<file path="config.mk">
export PLATFORM = sky130hd
export DESIGN_NAME = lda_job_sequencer
export DESIGN_NICKNAME = d
export VERILOG_FILES = /design/src/rtl/lda_job_sequencer.sv
export SDC_FILE = /design/constraint.sdc
export NUM_CORES = 1
export LEC_CHECK = 0
export CAP_MARGIN = 20
export CELL_PAD_IN_SITES_DETAIL_PLACEMENT = 1
export CELL_PAD_IN_SITES_GLOBAL_PLACEMENT = 2
export CORE_MARGIN = 2
export CORE_UTILIZATION = 36
export CTS_CLUSTER_DIAMETER = 40
export DETAILED_ROUTE_END_ITERATION = 8
export PLACE_DENSITY_LB_ADDON = 0.25
export SKIP_CTS_REPAIR_TIMING = 1
export SYNTH_ARGS = -nofsm -noshare
export SYNTH_HDL_FRONTEND = slang
export SYNTH_SLANG_ARGS = --single-unit
</file>
<file path="constraint.sdc">
create_clock -name clk -period 5.85 [get_ports clk]
set_input_delay 1.755 -clock clk [delete_from_list [all_inputs] [get_ports clk]]
set_output_delay 1.755 -clock clk [all_outputs]
set_load 0.005 [all_outputs]
</file>
<file path="src/rtl/lda_job_sequencer.sv">
// Job sequencer for the line-drawing accelerator: buffers pushed jobs in a small FIFO and
// issues them one at a time to the datapath through a START/RUN/DONE handshake.
module lda_job_sequencer #(
   parameter int JOB_W = 32,
   parameter int DEPTH = 4,
   parameter int CYC_W = 24,
   parameter int CNT_W = 16
) (
   input  logic                       clk,
   input  logic                       reset,
   input  logic                       i_GO,
   input  logic [JOB_W-1:0]           i_JOB,
   input  logic                       i_ABORT,
   input  logic                       i_CLR_STATUS,
   input  logic                       i_CONDITION,
   output logic                       o_READY,
   output logic                       o_START,
   output logic                       o_RUN,
   output logic                       o_DONE,
   output logic [JOB_W-1:0]           o_JOB,
   output logic                       o_BUSY,
   output logic [$clog2(DEPTH+1)-1:0] o_PENDING,
   output logic [CYC_W-1:0]           o_CYCLES,
   output logic [CNT_W-1:0]           o_JOB_CNT,
   output logic                       o_OVERFLOW,
   output logic                       o_ABORTED
);

   localparam int PTR_W  = $clog2(DEPTH);
   localparam int PEND_W = $clog2(DEPTH + 1);

   typedef enum logic [1:0] {
      S_IDLE = 2'd0,
      S_LOAD = 2'd1,
      S_RUN  = 2'd2,
      S_DONE = 2'd3
   } state_t;

   state_t             state;
   logic [JOB_W-1:0]   mem [DEPTH];
   logic [PTR_W-1:0]   wr_ptr;
   logic [PTR_W-1:0]   rd_ptr;
   logic [PEND_W-1:0]  count;
   logic [CYC_W-1:0]   cyc;
   logic               job_aborted;

   logic push;
   logic pop;
   logic ovf_set;
   logic abt_set;

   assign o_READY   = (count != PEND_W'(DEPTH));
   assign o_PENDING = count;
   assign o_BUSY    = (state != S_IDLE) || (count != '0);

   // An abort always flushes the queue, so it also blocks both push and pop.
   assign push    = i_GO && o_READY && !i_ABORT;
   assign pop     = (state == S_IDLE) && (count != '0) && !i_ABORT;
   assign ovf_set = i_GO && !o_READY && !i_ABORT;
   assign abt_set = i_ABORT && ((state == S_LOAD) || (state == S_RUN) || (count != '0));

   // NOTE: payload storage has no reset; occupancy and pointers alone define what is valid.
   always_ff @(posedge clk) begin
      if (push) mem[wr_ptr] <= i_JOB;
   end

   // NOTE: every sequential assignment is non-blocking so all registers update from pre-edge values.
   always_ff @(posedge clk or posedge reset) begin
      if (reset) begin
         state       <= S_IDLE;
         wr_ptr      <= '0;
         rd_ptr      <= '0;
         count       <= '0;
         cyc         <= '0;
         job_aborted <= 1'b0;
         o_START     <= 1'b0;
         o_RUN       <= 1'b0;
         o_DONE      <= 1'b0;
         o_JOB       <= '0;
         o_CYCLES    <= '0;
         o_JOB_CNT   <= '0;
         o_OVERFLOW  <= 1'b0;
         o_ABORTED   <= 1'b0;
      end else begin
         o_START <= 1'b0;
         o_RUN   <= 1'b0;
         o_DONE  <= 1'b0;

         if (i_ABORT) begin
            rd_ptr <= wr_ptr;
            count  <= '0;
         end else begin
            if (push) wr_ptr <= wr_ptr + 1'b1;
            if (pop)  rd_ptr <= rd_ptr + 1'b1;
            if (push && !pop)      count <= count + 1'b1;
            else if (pop && !push) count <= count - 1'b1;
         end

         // A set event in the same cycle as a clear takes priority.
         if (ovf_set)           o_OVERFLOW <= 1'b1;
         else if (i_CLR_STATUS) o_OVERFLOW <= 1'b0;
         if (abt_set)           o_ABORTED  <= 1'b1;
         else if (i_CLR_STATUS) o_ABORTED  <= 1'b0;

         case (state)
            S_IDLE: begin
               if (pop) begin
                  o_JOB       <= mem[rd_ptr];
                  cyc         <= '0;
                  job_aborted <= 1'b0;
                  state       <= S_LOAD;
                  o_START     <= 1'b1;
               end
            end
            S_LOAD: begin
               if (i_ABORT) begin
                  job_aborted <= 1'b1;
                  state       <= S_DONE;
                  o_DONE      <= 1'b1;
               end else begin
                  state <= S_RUN;
                  o_RUN <= 1'b1;
               end
            end
            S_RUN: begin
               if (cyc != '1) cyc <= cyc + 1'b1;
               if (i_ABORT) begin
                  job_aborted <= 1'b1;
                  state       <= S_DONE;
                  o_DONE      <= 1'b1;
               end else if (i_CONDITION) begin
                  state  <= S_DONE;
                  o_DONE <= 1'b1;
               end else begin
                  o_RUN <= 1'b1;
               end
            end
            S_DONE: begin
               o_CYCLES <= cyc;
               if (!job_aborted) o_JOB_CNT <= o_JOB_CNT + 1'b1;
               state <= S_IDLE;
            end
            default: state <= S_IDLE;
         endcase
      end
   end

endmodule

</file>
# Word level (Yosys, flattened, before mapping)
# Memories as Yosys holds them, arrays and structs flattened. A register that Yosys moved wholly into a read port is not among the register bits.
# Cells that the tools add are included.
[classes] bitwise=2 eq_ne=9 n_addsub=6 n_mux=31 n_reduce_logical=32
[op_table] operator="2-to-1 mux 24 bit" count=2
[op_table] operator="one-hot mux 24 bit (2 select lines)" count=1
[op_table] operator="adder 24 x 1 -> 24 bit, second input constant" count=1
[op_table] operator="inequality test 24 bit, second input constant" count=1
[op_table] operator="adder 16 x 1 -> 16 bit, second input constant" count=1
[op_table] operator="2-to-1 mux 1 bit" count=16
[op_table] operator="nonzero test 2 bit" count=6
[op_table] operator="2-to-1 mux 2 bit" count=5
[op_table] operator="logical AND 1 bit" count=9
[op_table] operator="2-to-1 mux 3 bit" count=3
[op_table] operator="one-hot mux 2 bit (4 select lines)" count=1
[op_table] operator="AND reduction 2 bit" count=4
[op_table] operator="inequality test 3 bit, second input constant" count=2
[op_table] operator="one-hot mux 1 bit (2 select lines)" count=3
[op_table] operator="AND reduction 3 bit" count=2
[op_table] operator="nonzero test 3 bit" count=2
[op_table] operator="adder 2 x 1 -> 2 bit, second input constant" count=2
[op_table] operator="equality test 2 bit, second input constant" count=2
[op_table] operator="zero test 1 bit" count=4
[op_table] operator="inequality test 2 x 1 -> 1 bit, second input constant" count=2
[op_table] operator="adder 3 x 1 -> 3 bit, second input constant" count=1
[op_table] operator="logical OR 1 bit" count=3
[op_table] operator="subtractor 3 x 1 -> 3 bit, second input constant" count=1
[op_table] operator="equality test 2 x 1 -> 1 bit, second input constant" count=1
[op_table] operator="4 further kinds" count=5
[word_totals] elab_cells=94 out_inout_bits=82 ff_bits=79 n_memories=1 mem_bits_rw=128
[memory_table] name="mem" depth=4 word_bits=32 rd=1 rd_ports_with_merged_regs=1 wr=1 line_no="40" text="logic [JOB_W-1:0] mem [DEPTH];"

# Longest topological paths before layout
# Gate-level depths: netlist (run 1).
[logic_depth] depth_word=8 mapped_depth=12

# Least setup slack after synthesis (run 1)
# No wires, ideal clock.
[synth_path] path_type="input-to-reg" from="input port i_ABORT" to="memory mem[0][0] (enable)" setup_time_ps=392 slack_ps=2305 t_arrival_ps=3153 path_buffers=0 required_time_ps=5458 cell_stages=3 cell_sequence="nand2b_1 > a21oi_1 > and2_1"
[synth_between] elab_chain_cells=4
[synth_lines] element="start, declared" line_no="13" text="input logic i_ABORT,"
[synth_lines] element="zero test 1 bit" line_no="57" text="assign push = i_GO && o_READY && !i_ABORT;"
[synth_lines] element="logical AND 1 bit" line_no="57"
[synth_lines] element="2-to-1 mux 1 bit" line_no="64" text="if (push) mem[wr_ptr] <= i_JOB;"
[synth_lines] element="2-to-1 mux 1 bit (not written as such)" line_no="64"
[synth_lines] element="end, declared" line_no="40"
# Every way passes these cells.

# Worst setup path in the final report (run 1)
[layout_path] from="input port i_ABORT" to="register count[2], in the netlist o_PENDING[2]"
[layout_between] elab_chain_cells=6
[layout_lines] element="zero test 1 bit" line_no="57, 58"
[layout_lines] element="logical AND 1 bit" line_no="58" text="assign pop = (state == S_IDLE) && (count != '0) && !i_ABORT;"
[layout_lines] element="zero test 1 bit" line_no="95" text="if (push && !pop) count <= count + 1'b1;"
[layout_lines] element="logical AND 1 bit" line_no="95"
[layout_lines] element="2-to-1 mux 3 bit" line_no="95"
[layout_lines] element="2-to-1 mux 3 bit" line_no="89" text="if (i_ABORT) begin"
[layout_lines] element="end signal, assigned" line_no="95"
[layout_lines] element="end signal, assigned" line_no="96" text="else if (pop && !push) count <= count - 1'b1;"
[layout_lines] element="end, declared" line_no="43" text="logic [PEND_W-1:0] count;"
# Parallel ways exist; a longest one is shown, timed or not.
# A chain may end at the register's enable or synchronous reset.

==> results of run 1 <==
-- area by class of cell --
type	instances	area [um^2]
clock buffers	38	951
multi-input cells	313	2860
repair buffers	124	1250
flip-flops and latches	239	6620
clock inverters	32	329
fillers	2486	13700
inverters	15	58.8
well taps	335	419
-- synthesized netlist by cell type (all sizes together), types with 2 or more instances --
cell and number:
edfxtp 128, dfrtp 111, mux2 58, mux4 32
nand2 31, nor2 22, o21ai 21, xnor2 19
buf 16, inv 15, nand3 13, ha 11
nand4 11, clkbuf 10, o31ai 10, xor2 9
a21oi 7, and2 7, nand2b 7, and3 6
or4 6, nor4 4, o22ai 4, nor3 3
o2111ai 3, or2 3, a2111oi 2, a211oi 2
a31oi 2, mux2i 2, nor2b 2, nor4b 2
o211ai 2, or3 2
-- layer usage --
| metal | up-vias | part of all wire, % | track usage, % | wire (um) |
|---|---|---|---|---|
| met4 | 0 | 2.5 | 5.56 | 537 |
| met1 | 2892 | 46 | 21.5 | 9870 |
| met3 | 39 | 4.2 | 3.20 | 901 |
| li1 | 2542 | - | - | - |
| met2 | 135 | 47 | 24.8 | 10100 |
| met5 | - | 0 | 0 | 0 |
-- state kept, by name, indices dropped and copies added (netlist names), 2 cells and up --
register	count
wr_ptr	2
cyc	24
mem	128
o_PENDING	3
o_JOB_CNT	16
o_JOB	32
rd_ptr	2
state	2
o_CYCLES	24
-- kinds of logic (layout without fill, tap and decap cells) --
kind of cell / count (synthesis) / after routing
DFF: 239 / 239
and+or+nand+nor: 122 / 122
muxes: 92 / 92
AOI/OAI and AO/OA: 59 / 59
buffers and inverters: 41 / 209
xor gates and xnor gates: 28 / 28
adders and majority gates: 12 / 12
-- report_power, final --
| part | leakage, nW | total (mW) | switching [mW] | internal (mW) |
|---|---|---|---|---|
| clock network | 0.637 | 2.20 | 0.872 | 1.33 |
| logic | 1.48 | 1.41 | 0.626 | 0.787 |
| registers | 2.62 | 2.29 | 0.219 | 2.07 |
| total | 4.73 | 5.91 | 1.72 | 4.19 |
-- through the flow --
step | worst slack [ns] | std cells | power, mW | utilization (%) | hold slack [ns]
6_report | 1.97 | 1096 | 5.91 | 47.7 | 0.477
5_1_grt | 1.79 | 1096 | 6.22 | 47.7 | 0.503
4_1_cts | 1.94 | 1095 | 5.99 | 47.6 | 0.476
3_5_place_dp | 1.44 | 1025 | 3.74 | 42.7 | 0.466
3_3_place_gp | 1.57 | 1025 | 3.70 | 42.7 | 0.466
2_1_floorplan | 1.16 | 593 | 3.11 | - | 0.468
-- final timing paths --
check | from | end | slack, ns | cells after the start
min in group asynchronous | reset | o_CYCLES[1] | 1.69 | 2
setup / recovery | i_ABORT | o_PENDING[2] | 1.97 | 11
hold / removal | o_JOB_CNT[15] | o_JOB_CNT[15] | 0.48 | 1
max in group asynchronous | reset | cyc[23] | 3.25 | 3
hold reg to reg | o_JOB_CNT[15] | o_JOB_CNT[15] | 0.48 | 1
setup reg to reg | state[0] | o_PENDING[2] | 3.02 | 11
==> metrics.cfg, run 1 <==
[routing]
drt_iter0_drc = 275
vias_per_cell = 5.12
firstDrtPassIters = 4
wirelength_um = 21400
antenna_left = 0
drc = 0
vias = 5608
routedWlPerCell_um = 19.5

[cts]
clockBufferDepth = 3
cts_root_buf = clkbuf_16
clk_latency_ns = 0.52
htreeDepth = 2
clock_sinks = 239
cts_buffers = 38
cts.reportedPaths.clkPinSlew_ns = 0.06
cts_tree = done

[grt]
grt_max_degree = 49
first_global_vias = 6206
antenna_found_initial = 0
globalRouteOverflowTotal = 0
track_usage_pct = 15.6
grt_pass1_wl_um = 34700

[yosys]
synth_largest_area_cell = edfxtp_1
synth_xor_area_share_pct = 2.54
syn_avg_cell_area_um2 = 16.3
synth.distinct_cells = 52
synth_ff_type = edfxtp_1
synth_simple_gate_area_share_pct = 6.82
synth-seq-area-share_pct = 68.5
synth_edf_count = 128
syn_area_um2 = 9670
yosys_warnings = 0
synth_compound_area_share_pct = 4.12
synth_top_family_by_area = multiplexers
async_reset_ff_share_pct = 46.4
synth_seq_cells = 239
synthAdderAreaFrac_pct = 1.63
syn_nets = 643
synth_top_area_share_pct = 39.8
syn_inst = 593
netlist_top_cells_area = edfxtp_1 40%, dfrtp_1 29%, mux4_2 7.5%
muxShareOfSynthArea_pct = 14.4

[timing]
rsz0062_at_grt = false
hold_viol = 0
worstMarginPinSlew_ns = 0.949
setup_viol = 0
period_needed_ns = 3.88
final.setup.tns_ns = 0
period_share_pct = 66.3
relSlewSlack_pct = 36.5
clock-skew-final_ns = 0.00973
finalMaxSlewViolations = 0
max_freq_mhz = 258

[hold_path]
hold_path.class = register to register

[power_and_ir_drop]
power-per-cell-area_nw_per_um2 = 473
p_leak_nw = 4.73
irDropWorstVdd_v = 0.000250

[place]
post_dp_cell_area_um2 = 11200
port_buffers = 119
dp_hpwl_um = 13600
gp_congestion = 0.760

[setup_path]
crit_path_max_incr_delay_ns = 0.82
critPathKind = input port to register
cp-end-kind = register
crit_family = buffers and inverters
crit_chain = clkdlybuf4s50_1, nand2b_1, a21oi_1, buf_4, and2_1, fa_1, nand2_1, nor2_1, o21ai_0, o31ai_1, a311oi_1
cp_num_buf_inv = 2
cp.arrival_ns = 4.30
cp_data_required_time_ns = 6.27
start_kind = input port
cp_max_fo = 15
critPathSlowestCell = clkdlybuf4s50_1

[cells_and_area]
nets = 781
layout_commonest_cell = edfxtp_1
syn_to_final_growth_pct = 29.2
final_cell_mix = 128 x edfxtp_1, 119 x clkdlybuf4s50_1, 109 x dfrtp_1
stdcell_area_um2 = 12500
antenna-diode-count = 0
drive_gt1_share_pct = 24.0

[flow_run]
maxCapViolCount = 0

[die]
rows = 59
core_area_um2 = 26200
start_util_pct = 36.9
ios = 120
die_x_um = 168
dieHeight_um = 168
dieArea_um2 = 28200

[status]
status = completed

Note: power is estimated with default switching activity, not from simulation.
==> run 2: changes to the inputs <==
==> constraint.sdc (replaced) <==
create_clock -name clk -period 3.2 [get_ports clk]
set_input_delay 0.96 -clock clk [delete_from_list [all_inputs] [get_ports clk]]
set_output_delay 0.96 -clock clk [all_outputs]
set_load 0.005 [all_outputs]
==> metrics.cfg, run 2 (synthesis gave the netlist of run 1 again) <==
[timing]
final.setup.tns_ns = 0  ; unchanged
setup_viol = 0  ; unchanged
hold_viol = 0  ; unchanged
finalMaxSlewViolations = 0  ; unchanged
clock-skew-final_ns = 0.0190  ; was 0.00973 ns
period_needed_ns = 3.03
max_freq_mhz = 330
worstMarginPinSlew_ns = 0.887  ; was 0.949 ns
holdWs_ns = 0.477  ; about the same
relSlewSlack_pct = 40.9  ; was 36.5%
rsz0062_at_grt = false  ; unchanged
period_share_pct = 94.7

[setup_path]
critPathKind = register to output pin  ; was input port to register
r2r-start = state[0]  ; unchanged
crit_path_max_incr_delay_ns = 0.47  ; was 0.82 ns
critPathSlowestCell = clkdlybuf4s50_1  ; unchanged
cp.arrival_ns = 2.07  ; was 4.30 ns
cp-end-kind = output pin  ; was register
r2r_cells = 11  ; unchanged
crit_family = buffers and inverters  ; unchanged
cp.depth = 4  ; was 11
cp_data_required_time_ns = 2.24  ; was 6.27 ns
start_kind = register  ; was input port
crit_chain = inv_1, ha_1, nand2_1, clkdlybuf4s50_1  ; was clkdlybuf4s50_1, nand2b_1, a21oi_1, buf_4, and2_1, fa_1, nand2_1, nor2_1, o21ai_0, o31ai_1, a311oi_1
ff2ff_setup_slack_ns = 0.39  ; was 3.02 ns
rr_endpoint = o_PENDING[2]  ; unchanged
cp_max_fo = 11  ; was 15
cp_num_buf_inv = 2  ; unchanged

[cells_and_area]
stdcell_area_um2 = 12600  ; was 12500 um^2
nets = 791  ; was 781
largest_register_ffs = 128  ; unchanged
syn_to_final_growth_pct = 30.5  ; was 29.2%
final_cell_mix = 128 x edfxtp_1, 119 x clkdlybuf4s50_1, 109 x dfrtp_1  ; unchanged
register_area_um2 = 6620  ; unchanged
multi_input_area_um2 = 2860  ; unchanged
top_register = mem  ; unchanged
top_regs = mem (128), o_JOB (32)  ; unchanged
antenna-diode-count = 0  ; unchanged
layout_commonest_cell = edfxtp_1  ; unchanged
num-fill-cells = 2521  ; was 2486
drive_gt1_share_pct = 24.7  ; was 24.0%

[grt]
globalRouteOverflowTotal = 0  ; unchanged
antenna_found_initial = 0  ; unchanged
grt_pass1_wl_um = 35000  ; was 34700 um
track_usage_pct = 15.7  ; was 15.6%
grt_max_degree = 112  ; was 49
first_global_vias = 6209  ; was 6206

[hold_path]
hold_path.class = register to register  ; unchanged
hold_path_depth = 1  ; unchanged
hp-start = o_JOB_CNT[15]  ; unchanged
min_to = o_JOB_CNT[15]  ; unchanged

[routing]
routedWlPerCell_um = 19.3  ; was 19.5 um
wirelength_um = 21300  ; was 21400 um
drc = 0  ; unchanged
firstDrtPassIters = 4  ; unchanged
vias = 5673  ; was 5608
drt_iter0_drc = 330  ; was 275
antenna_left = 0  ; unchanged
vias_per_cell = 5.14  ; was 5.12

[die]
dieHeight_um = 168  ; unchanged
start_util_pct = 36.9  ; unchanged
die_x_um = 168  ; unchanged
ios = 120  ; unchanged
rows = 59  ; unchanged
dieArea_um2 = 28200  ; unchanged
core_area_um2 = 26200  ; unchanged

[power_and_ir_drop]
sw_frac_of_total_pct = 28.0  ; was 29.1%
p_switching_mw = 3.06  ; was 1.72 mW
irDropWorstVdd_v = 0.000494  ; was 0.000250 V
power_frac_comb_pct = 23.4  ; was 23.9%
clockPowerShare_pct = 37.9  ; was 37.3%
power-per-cell-area_nw_per_um2 = 868  ; was 473 nW/um^2
p_leak_nw = 4.79  ; was 4.73 nW
seqPwrFrac_pct = 38.6  ; was 38.8%
p_int_mw = 7.89  ; was 4.19 mW

[cts]
cts_tree = done  ; unchanged
clock_sinks = 239  ; unchanged
clk_latency_ns = 0.51  ; was 0.52 ns
htreeDepth = 2  ; unchanged
clockBufferDepth = 3  ; unchanged
cts.reportedPaths.clkPinSlew_ns = 0.05  ; was 0.06 ns
cts_buffers = 36  ; was 38
cts_root_buf = clkbuf_16  ; unchanged

[flow_run]
maxCapViolCount = 0  ; unchanged

[place]
port_buffers = 119  ; unchanged
gp_congestion = 0.779  ; was 0.760
post_dp_cell_area_um2 = 11300  ; was 11200 um^2
dp_hpwl_um = 13800  ; was 13600 um

[status]
status = completed  ; unchanged

==> run 2: changes by cell type in the layout (fill, tap and decap cells not counted), sizes merged <==
cell,delta
clkinv,-6
clkinvlp,+2
bufinv,+3
buf,+12
inv,-4
clkbuf,+1
==> run 2: routing by layer <==
metal	global-route usage [%]	part of all wire (%)	vias up
met4	4.99	2.4	0
met3	2.82	4.1	38
met1	21.1	45	2936
li1	-	-	2558
met2	26.0	49	141
met5	0	0	-
==> run 2: cell type report <==
cell class | instances | area share [%]
clock buffers | 39 | 7.57
inverters | 15 | 0.476
well taps | 335 | 3.32
clock inverters | 27 | 2.79
multi-input cells | 313 | 22.7
repair buffers | 136 | 10.7
flip-flops and latches | 239 | 52.5
==> run 2: how the worst max path moves through the flow <==
stage	to	slack, ns	start
3_5_place_dp	o_PENDING[2]	0.13	i_ABORT
6_report	o_BUSY	0.17	state[0]
2_1_floorplan	mem[0][0]	0.45	i_ABORT
4_1_cts	o_BUSY	0.15	state[0]
5_1_grt	o_BUSY	0.06	state[0]
3_3_place_gp	o_PENDING[2]	0.21	i_ABORT
==> run 2: power groups by stage <==
stage	Combinational (mW)	Clock (mW)	Sequential, mW
global placement	2.52	0	4.26
global route	2.80	4.39	4.31
CTS	2.62	4.27	4.25
finish	2.57	4.15	4.23
floorplan	1.61	0	4.08
detailed placement	2.59	0	4.30
==> run 2: stage by stage <==
step           worst slack [ns]  total power, mW  utilization [%]  cells
6_report                  0.169             10.9             48.1   1104
3_3_place_gp              0.215             6.79             43.1   1038
2_1_floorplan             0.450             5.69                -    593
5_1_grt                  0.0603             11.5             48.1   1104
4_1_cts                   0.146             11.1             48.1   1104
3_5_place_dp              0.128             6.90             43.1   1038
==> run 2: worst register-to-register path, stage by stage (launching register included) <==
cell and delay [ns]:
dfrtp_1 0.39, inv_1 0.15, ha_1 0.40, o31a_1 0.33, nand2_1 0.17, and2_1 0.18, fa_1 0.42, nand2_1 0.09
nor2_1 0.05, o21ai_0 0.17, o31ai_1 0.10, a311oi_1 0.26
